## src/rtl/dmem_pkg.sv

```systemverilog
// rtl/dmem_pkg.sv - shared encodings for the data-memory arbiter
// Holds the access-size encodings, the arbiter FSM state type and the
// master index constants. No ports.
package dmem_pkg;

  localparam logic [1:0] SZ_BYTE = 2'b00;
  localparam logic [1:0] SZ_HALF = 2'b01;
  localparam logic [1:0] SZ_WORD = 2'b10;

  localparam logic M_CORE = 1'b0;
  localparam logic M_DBG  = 1'b1;

  typedef enum logic [1:0] {
    ST_IDLE   = 2'd0,
    ST_ACCESS = 2'd1,
    ST_RESP   = 2'd2
  } dmem_state_e;

endpackage

```

## src/rtl/dmem_load_ext.sv

```systemverilog
// rtl/dmem_load_ext.sv - load lane extraction, extension and alignment check
// Ports: rd_word (memory word), addr_lo (byte offset), size, uns (zero-extend)
// in; ext_data (extended load value, 0 when misaligned) and misaligned out.
// Purely combinational.
module dmem_load_ext
  import dmem_pkg::*;
#(
  parameter int DATA_WIDTH = 32
) (
  input  logic [DATA_WIDTH-1:0] rd_word,
  input  logic [1:0]            addr_lo,
  input  logic [1:0]            size,
  input  logic                  uns,
  output logic [DATA_WIDTH-1:0] ext_data,
  output logic                  misaligned
);

  logic [7:0]  byte_lane;
  logic [15:0] half_lane;

  always_comb begin
    byte_lane  = rd_word[{addr_lo, 3'b000} +: 8];
    half_lane  = rd_word[{addr_lo[1], 4'b0000} +: 16];
    misaligned = 1'b0;
    ext_data   = '0;
    case (size)
      SZ_BYTE: ext_data = {{(DATA_WIDTH-8){~uns & byte_lane[7]}}, byte_lane};
      SZ_HALF: begin
        if (addr_lo[0]) misaligned = 1'b1;
        else ext_data = {{(DATA_WIDTH-16){~uns & half_lane[15]}}, half_lane};
      end
      SZ_WORD: begin
        if (addr_lo != 2'b00) misaligned = 1'b1;
        else ext_data = rd_word;
      end
      // The reserved size code is rejected like any misaligned access.
      default: misaligned = 1'b1;
    endcase
  end

endmodule

```

## src/rtl/dmem_arbiter.sv

```systemverilog
// rtl/dmem_arbiter.sv - two-master data-memory arbiter, one access per 3 cycles
// Ports: clk, rst_n (async, active-low); per-master req/we/addr/wdata/size/uns
// (master0 = core in the low slice, master1 = debug loader); gnt completion
// pulse with rdata/err; memory side mem_wr_en/mem_addr/mem_wr_data/
// mem_store_sel out, mem_rd_data (combinational read at mem_addr) in.
// Macro DMEM_ARB_RR_EN: round-robin arbitration; undefined gives fixed
// priority to master0.
module dmem_arbiter
  import dmem_pkg::*;
#(
  parameter int DATA_WIDTH = 32,
  parameter int ADDR_WIDTH = 32
) (
  input  logic                    clk,
  input  logic                    rst_n,
  input  logic [1:0]              req,
  input  logic [1:0]              we,
  input  logic [2*ADDR_WIDTH-1:0] addr,
  input  logic [2*DATA_WIDTH-1:0] wdata,
  input  logic [3:0]              size,
  input  logic [1:0]              uns,
  output logic [1:0]              gnt,
  output logic [DATA_WIDTH-1:0]   rdata,
  output logic                    err,
  output logic                    mem_wr_en,
  output logic [ADDR_WIDTH-1:0]   mem_addr,
  output logic [DATA_WIDTH-1:0]   mem_wr_data,
  output logic [1:0]              mem_store_sel,
  input  logic [DATA_WIDTH-1:0]   mem_rd_data
);

  dmem_state_e            state_q, state_d;
  logic                   winner_q, winner_d;
  logic                   we_q, we_d;
  logic [ADDR_WIDTH-1:0]  addr_q, addr_d;
  logic [DATA_WIDTH-1:0]  wdata_q, wdata_d;
  logic [1:0]             size_q, size_d;
  logic                   uns_q, uns_d;
  logic [DATA_WIDTH-1:0]  rdata_q, rdata_d;
  logic                   err_q, err_d;
`ifdef DMEM_ARB_RR_EN
  // Master that wins the next simultaneous request.
  logic                   rr_q, rr_d;
`endif

  logic                   pick;
  logic [DATA_WIDTH-1:0]  ext_data;
  logic                   misaligned;

  dmem_load_ext #(.DATA_WIDTH(DATA_WIDTH)) u_load_ext (
    .rd_word   (mem_rd_data),
    .addr_lo   (addr_q[1:0]),
    .size      (size_q),
    .uns       (uns_q),
    .ext_data  (ext_data),
    .misaligned(misaligned)
  );

  // Winner among the current requests; only used when some req bit is set.
  always_comb begin
`ifdef DMEM_ARB_RR_EN
    pick = (req == 2'b11) ? rr_q : req[1];
`else
    pick = ~req[0];
`endif
  end

  always_comb begin
    state_d  = state_q;
    winner_d = winner_q;
    we_d     = we_q;
    addr_d   = addr_q;
    wdata_d  = wdata_q;
    size_d   = size_q;
    uns_d    = uns_q;
    rdata_d  = rdata_q;
    err_d    = err_q;
`ifdef DMEM_ARB_RR_EN
    rr_d     = rr_q;
`endif
    case (state_q)
      ST_IDLE: begin
        if (|req) begin
          winner_d = pick;
          we_d     = pick ? we[1] : we[0];
          addr_d   = pick ? addr[2*ADDR_WIDTH-1:ADDR_WIDTH] : addr[ADDR_WIDTH-1:0];
          wdata_d  = pick ? wdata[2*DATA_WIDTH-1:DATA_WIDTH] : wdata[DATA_WIDTH-1:0];
          size_d   = pick ? size[3:2] : size[1:0];
          uns_d    = pick ? uns[1] : uns[0];
          state_d  = ST_ACCESS;
        end
      end
      ST_ACCESS: begin
        // Stores return zero data; misaligned loads already come back as zero.
        rdata_d = we_q ? '0 : ext_data;
        err_d   = misaligned;
        state_d = ST_RESP;
      end
      ST_RESP: begin
`ifdef DMEM_ARB_RR_EN
        rr_d    = ~winner_q;
`endif
        state_d = ST_IDLE;
      end
      default: state_d = ST_IDLE;
    endcase
  end

  always_ff @(posedge clk or negedge rst_n) begin
    if (!rst_n) begin
      state_q  <= ST_IDLE;
      winner_q <= M_CORE;
      we_q     <= 1'b0;
      addr_q   <= '0;
      wdata_q  <= '0;
      size_q   <= SZ_BYTE;
      uns_q    <= 1'b0;
      rdata_q  <= '0;
      err_q    <= 1'b0;
`ifdef DMEM_ARB_RR_EN
      rr_q     <= M_CORE;
`endif
    end else begin
      state_q  <= state_d;
      winner_q <= winner_d;
      we_q     <= we_d;
      addr_q   <= addr_d;
      wdata_q  <= wdata_d;
      size_q   <= size_d;
      uns_q    <= uns_d;
      rdata_q  <= rdata_d;
      err_q    <= err_d;
`ifdef DMEM_ARB_RR_EN
      rr_q     <= rr_d;
`endif
    end
  end

  // Memory side is only driven during ACCESS so reset clears it at once.
  assign mem_wr_en     = (state_q == ST_ACCESS) && we_q && !misaligned;
  assign mem_addr      = (state_q == ST_ACCESS) ? addr_q  : '0;
  assign mem_wr_data   = (state_q == ST_ACCESS) ? wdata_q : '0;
  assign mem_store_sel = (state_q == ST_ACCESS) ? size_q  : 2'b00;

  assign gnt   = (state_q != ST_RESP) ? 2'b00 : (winner_q ? 2'b10 : 2'b01);
  assign err   = (state_q == ST_RESP) && err_q;
  assign rdata = rdata_q;

endmodule

```

## config.mk

```make
export PLATFORM = sky130hd
export DESIGN_NAME = dmem_arbiter
export DESIGN_NICKNAME = d
export VERILOG_FILES = /design/src/rtl/dmem_pkg.sv /design/src/rtl/dmem_load_ext.sv /design/src/rtl/dmem_arbiter.sv
export SDC_FILE = /design/constraint.sdc
export NUM_CORES = 1
export LEC_CHECK = 0
export CAP_MARGIN = 20
export CORE_MARGIN = 2
export CORE_UTILIZATION = 40
export DETAILED_ROUTE_END_ITERATION = 12
export GPL_ROUTABILITY_DRIVEN = 0
export PLACE_DENSITY = 0.86
export SLEW_MARGIN = 20
export SYNTH_ARGS = -nofsm -noshare
export SYNTH_HDL_FRONTEND = slang
export SYNTH_SLANG_ARGS = --single-unit
```

## constraint.sdc

```tcl
create_clock -name clk -period 1.9 [get_ports clk]
set_input_delay 0.19 -clock clk [delete_from_list [all_inputs] [get_ports clk]]
set_output_delay 0.19 -clock clk [all_outputs]
set_load 0.02 [all_outputs]
```

==> results of run 1 <==
[state kept, by name, indices dropped and copies added (netlist names), 2 cells and up]
register / count
addr_q: 32
rdata: 32
size_q: 2
state_q: 2
wdata_q: 32
[cell usage in the layout, fill, tap and decap left out, types with 3 or more instances in the layout]
master / Yosys / routed
clkbuf_16: 0 / 10
clkdlybuf4s15_1: 0 / 17
nor2_1: 81 / 81
mux2i_1: 81 / 81
dfrtp_1: 104 / 102
buf_12: 0 / 10
clkdlybuf4s50_1: 0 / 203
nor3b_1: 4 / 4
a22oi_1: 7 / 7
a21oi_1: 70 / 70
o32ai_1: 13 / 13
buf_4: 0 / 16
and2_1: 65 / 65
inv_1: 15 / 14
a221o_1: 22 / 22
nor2b_1: 3 / 3
nand2_1: 13 / 13
clkdlybuf4s15_2: 0 / 48
[final timing paths]
check	startpoint	to	slack [ns]	cells after the start
min in group clk	req[0]	wdata_q[10]$_DFFE_PN0P_	0.32	3
hold / removal	rst_n	rdata[16]$_DFFE_PN0N_	0.32	2
setup / recovery	state_q[0]$_DFFE_PN0P_	gnt[1]	0.05	2
max in group asynchronous	rst_n	size_q[1]$_DFFE_PN0P_	0.83	3
setup reg to reg	state_q[1]$_DFFE_PN0P_	rdata[16]$_DFFE_PN0N_	0.17	6
hold reg to reg	rdata[7]$_DFFE_PN0N_	rdata[7]$_DFFE_PN0N_	0.50	2
[cell families after synthesis]
group,synth area share
AOI/OAI and AO/OA,0.153
muxes,0.152
buffers and inverters,0.0508
DFF,0.474
and+or+nand+nor,0.171
[final cells by class]
cell class / count / share of cell area
Multi-Input combinational cell: 386 / 0.293
Timing Repair Buffer: 299 / 0.350
Clock inverter: 7 / 0.00813
Inverter: 15 / 0.00659
Tap cell: 176 / 0.0247
Sequential cell: 104 / 0.292
Clock buffer: 9 / 0.0252
[layer usage]
| layer | wire length, µm | share of wire | GRT usage |
|---|---|---|---|
| met5 | 0 | 0 | 0 |
| met1 | 6880 | 0.39 | 0.271 |
| met4 | 366 | 0.021 | 0.0927 |
| met3 | 1290 | 0.074 | 0.0555 |
| met2 | 8900 | 0.51 | 0.421 |
[power groups by stage]
stage	Combinational, mW	Clock [mW]	Sequential (mW)
after floorplan	3.76	0	3.70
after global placement	6.59	0	3.76
after detailed placement	6.79	0	3.76
after CTS	6.60	1.91	3.75
after global routing	7.19	1.98	3.87
final	6.68	1.87	3.76
[what timing repair did]
| item | 4_1_cts | 5_1_grt |
|---|---|---|
| buffers inserted | 0 | 1 |
| hold buffers | 1 | 0 |
| gates cloned | 0 | 1 |
| gates resized for setup | 182 | 3 |
| hold endpoints to repair | 32 | 0 |
| setup endpoints to repair | 67 | 19 |
[through the flow]
step / area (µm²) / setup slack [ns] / hold slack, ns / cells / total power, mW
2_1_floorplan: 5490 / 0.283 / -0.106 / 553 / 7.46
3_3_place_gp: 8510 / 0.107 / 0.170 / 977 / 10.4
3_5_place_dp: 8510 / 0.0458 / 0.170 / 977 / 10.5
4_1_cts: 8870 / 0.0257 / 0.312 / 994 / 12.3
5_1_grt: 8920 / 0.00581 / 0.333 / 996 / 13.0
6_report: 8920 / 0.0524 / 0.321 / 996 / 12.3
[critical path: stages (launching register included)]
cell,delay [ns]
dfrtp_2,0.45
and3b_1,0.22
clkdlybuf4s50_1,0.64
==> impl_metrics.tcl, run 1 <==
set metrics [dict create \
    synth_ff_type "dfrtp_1" \
    setup_violations 0 \
    endpoint_kind "primary output" \
    synth_cells 553 \
    seqPwrFrac 0.306 \
    hpwl_um 12900 \
    grt_max_degree 50 \
    synthesis.nets 725 \
    avgSynthCellArea_um2 9.93 \
    drt_iter0_drc 291 \
    synth_top_area_frac 0.474 \
    fin_worst_skew_ns 0.00849 \
    hold_class "in2async" \
    timing.fmax_mhz 541 \
    fill_cells 993 \
    clkLatencyLatePin_ns 0.35 \
    ant_nets 0 \
    rsz0062_at_grt "no" \
    drive_gt1_frac 0.124 \
    fp.dieArea_mm2 0.0147 \
    multi_input_area_mm2 0.00262 \
    clkPwrFrac 0.152 \
    synth_edf_count 0 \
    route.vias.total 5204 \
    synth.largest_area_cell "dfrtp_1" \
    cp.required_ns 1.71 \
    hold_viol 0 \
    maxCapViolCount 0 \
    timing.final.crit_period_ns 1.85 \
    syn_area_mm2 0.00549 \
    vias_per_cell 5.22 \
    maxSlewViolCount 0 \
    synth_area_leaders "dfrtp_1 (47%), mux2i_1 (15%), and2_1 (7.4%)" \
    status "finished clean" \
    port_buffers 273 \
    synth-seq-area-share 0.474 \
    placeableCoreArea_mm2 0.0133 \
    yosysMostFrequentCell "dfrtp_1" \
    tns_ns 0 \
    start_util 0.411 \
    area_growth_pct 62.6 \
    antenna_found_initial 0 \
    switching_share 0.412 \
    yosys_warnings 0 \
    die_w_um 121 \
    slew_headroom 0.692 \
    grt.overflow.total 0 \
    pin_count 274 \
    cts_tree "done" \
    fin_nets 987 \
    worst_pin_slew_ns 0.462 \
    final_util 0.669 \
    critPathLaunchType "flip-flop" \
    synth-seq-cells 104 \
    rows 42 \
    drc_errors 0 \
    drtPass1Iterations 5 \
    vdd.ir_drop.worst_mv 0.826 \
    clock-sinks 104 \
    fin_crit_sh 0.972 \
    grt_pass1_vias 5319 \
    netlist_top_cells_count "dfrtp_1 (104), mux2i_1 (81), nor2_1 (81), a21oi_1 (70), and2_1 (65)" \
    ff_latch_area_mm2 0.00261 \
    dieHeight_um 121 \
    worstPathMaxFanout 5 \
    clk_pin_slew_ns 0.07 \
    worstPathArrival_ns 1.66 \
    grt_pass1_wl_um 26700 \
    cts.path.max_buffers 2 \
    comb_power_share 0.543 \
    numCtsBuffers 9 \
    synthDistinctLibCells 38 \
    p_int_mw 7.23 \
    power.switching_mw 5.07 \
    p_leak_nw 3.91 \
    htreeDepth 3 \
    post_drt_wl_per_cell_um 17.5 \
    antenna_cells 0 \
    wl_um 17400 \
    root_buffer "clkbuf_16" \
    powerDensity_mw_per_mm2 1380 \
    ys_async_sr_fraction 1.00 \
    gr-usage-all-layers 0.235 \
    path_class "reg2out" \
]
(Power assumes the default switching activity.)
==> run 2: changes to the inputs <==
- GPL_TIMING_DRIVEN: unset -> 0
==> run 2 against run 1 <==
  * Utilization down 2.5 points
  * Hold slack worse by 0.0067 ns
  * Largest cell class unchanged
  * Largest power group unchanged
  * Clock skew down 0.0033 ns
==> impl_metrics.tcl, run 2 (synthesis gave the netlist of run 1 again) <==
set metrics [dict create \
    worst-path-buf-inv 4 \
    antenna_cells 0 \
    timing.final.crit_period_ns 1.83 \
    rows 42 \
    drtPass1Iterations 4 \
    worst_pin_slew_ns 0.758 \
    grt.overflow.total 0 \
    maxSlewViolCount 0 \
    dp_slack_ns -0.745 \
    hpwl_um 14100 \
    clk_pin_slew_ns 0.07 \
    antenna_found_initial 0 \
    final_common_cell "clkdlybuf4s50_1" \
    hold_viol 0 \
    drc_errors 0 \
    p_leak_nw 4.02 \
    setup_ws_ns 0.0675 \
    fin_nets 1014 \
    cp.required_ns 1.71 \
    grt_max_degree 65 \
    place_area_mm2 0.00846 \
    placeableCoreArea_mm2 0.0133 \
    cts_tree "done" \
    reg2regPathDepth 6 \
    total_power_mw 12.1 \
    crit_chain "nand2b_4 -> clkinvlp_4 -> buf_8 -> buf_4 -> and2_1 -> buf_4" \
    r2r_slack_ns 0.08 \
    status "finished clean" \
    port_buffers 272 \
    endpoint_kind "primary output" \
    vdd.ir_drop.worst_mv 0.947 \
    final_cell_mix "clkdlybuf4s50_1 (201), dfrtp_1 (103), nor2_1 (81), mux2i_1 (81), a21oi_1 (70)" \
    worstPathArrival_ns 1.64 \
    ant_nets 0 \
    r2r-start "state_q[1]$_DFFE_PN0P_" \
    clock-sinks 104 \
    setup_violations 0 \
    htreeDepth 3 \
    r2r_end "rdata[25]$_DFFE_PN0N_" \
    rsz0062_at_grt "yes" \
    drt_iter0_drc 314 \
    area_growth_pct 56.4 \
    hold_class "in2async" \
    start_util 0.411 \
    timing.hold.ws_ns 0.314 \
    final_util 0.643 \
    cts.path.max_buffers 2 \
    grt_pass1_wl_um 28700 \
    crit_family "buffers and inverters" \
    cpMaxStageDelayCell "dfrtp_2" \
    finish.instance_area_mm2 0.00859 \
    timing.fmax_mhz 546 \
    gr-usage-all-layers 0.254 \
    fp.dieArea_mm2 0.0147 \
    critPathLaunchType "flip-flop" \
    pin_count 274 \
    powerDensity_mw_per_mm2 1410 \
    crit_top_cell "buf_4" \
    slew_headroom 0.495 \
    dieHeight_um 121 \
    grt_pass1_vias 5522 \
    post_drt_wl_per_cell_um 17.9 \
    fin_crit_sh 0.964 \
    critical_path.max_stage_delay_ns 0.42 \
    clkLatencyLatePin_ns 0.35 \
    wl_um 18300 \
    drive_gt1_frac 0.155 \
    root_buffer "clkbuf_16" \
    vias_per_cell 5.19 \
    die_w_um 121 \
    path_class "reg2out" \
    worstPathMaxFanout 10 \
    numCtsBuffers 9 \
    fin_worst_skew_ns 0.00516 \
    route.vias.total 5303 \
    maxCapViolCount 0 \
]
-- run 2: cell types whose count changed in the layout (fill, tap and decap cells not counted), sizes merged, moves of 2 or more --
| cell | before | now |
|---|---|---|
| clkbuf | 10 | 38 |
| dlygate4sd2 | 2 | 6 |
| clkdlybuf4s50 | 203 | 201 |
| buf | 26 | 93 |
| clkdlybuf4s15 | 65 | 0 |
| clkinv | 4 | 1 |
-- run 2: per-stage QoR --
| stage | std cells | TNS (ns) |
|---|---|---|
| after global routing | 1022 | -0.167 |
| after global placement | 1001 | -374.89 |
| after CTS | 1022 | -0.00150 |
| final | 1022 | 0 |
| after floorplan | 553 | 0 |
| after detailed placement | 1002 | -28.48 |
-- run 2: how the worst max path moves through the flow --
stage	slack, ns	from	to	cells after the start
after CTS	-0.002	state_q[0]$_DFFE_PN0P_	mem_addr[26]	6
after detailed placement	-0.75	state_q[1]$_DFFE_PN0P_	mem_wr_data[14]	6
after global placement	-3.35	rst_n	addr_q[8]$_DFFE_PN0P_	1
final	0.07	state_q[0]$_DFFE_PN0P_	mem_addr[26]	6
after floorplan	0.28	addr_q[1]$_DFFE_PN0P_	rdata[21]$_DFFE_PN0N_	6
after global routing	-0.03	size_q[0]$_DFFE_PN0P_	mem_wr_en	5
-- run 2: metal layers --
layer / track usage / wire length, µm / vias up
met4: 0.0611 / 390 / 0
met3: 0.0992 / 1740 / 30
met1: 0.296 / 7110 / 2530
li1: - / - / 2506
met2: 0.440 / 9100 / 237
met5: 0 / 0 / -
-- run 2: report_power, final --
group / internal, mW / total, mW / switching [mW]
combinational: 2.73 / 6.59 / 3.86
sequential: 3.13 / 3.62 / 0.484
clock: 1.09 / 1.91 / 0.815
-- run 2: area by class of cell --
cell class,count,area [µm²]
Fill cell,1137,4760
Clock buffer,13,260
Sequential cell,104,2600
Timing Repair Buffer,280,2510
Multi-Input combinational cell,386,2610
Clock inverter,2,38.8
Buffer,46,289
Tap cell,176,220
Inverter,15,60.1
-- run 2: repair_timing --
action | CTS | global route
pin swaps | 0 | 2
hold endpoints to repair | 40 | 0
cloned | 0 | 0
setup buffers | 5 | 2
hold buffers | 1 | 0
endpoints found under the setup margin | 78 | 118
gates resized for setup | 283 | 35
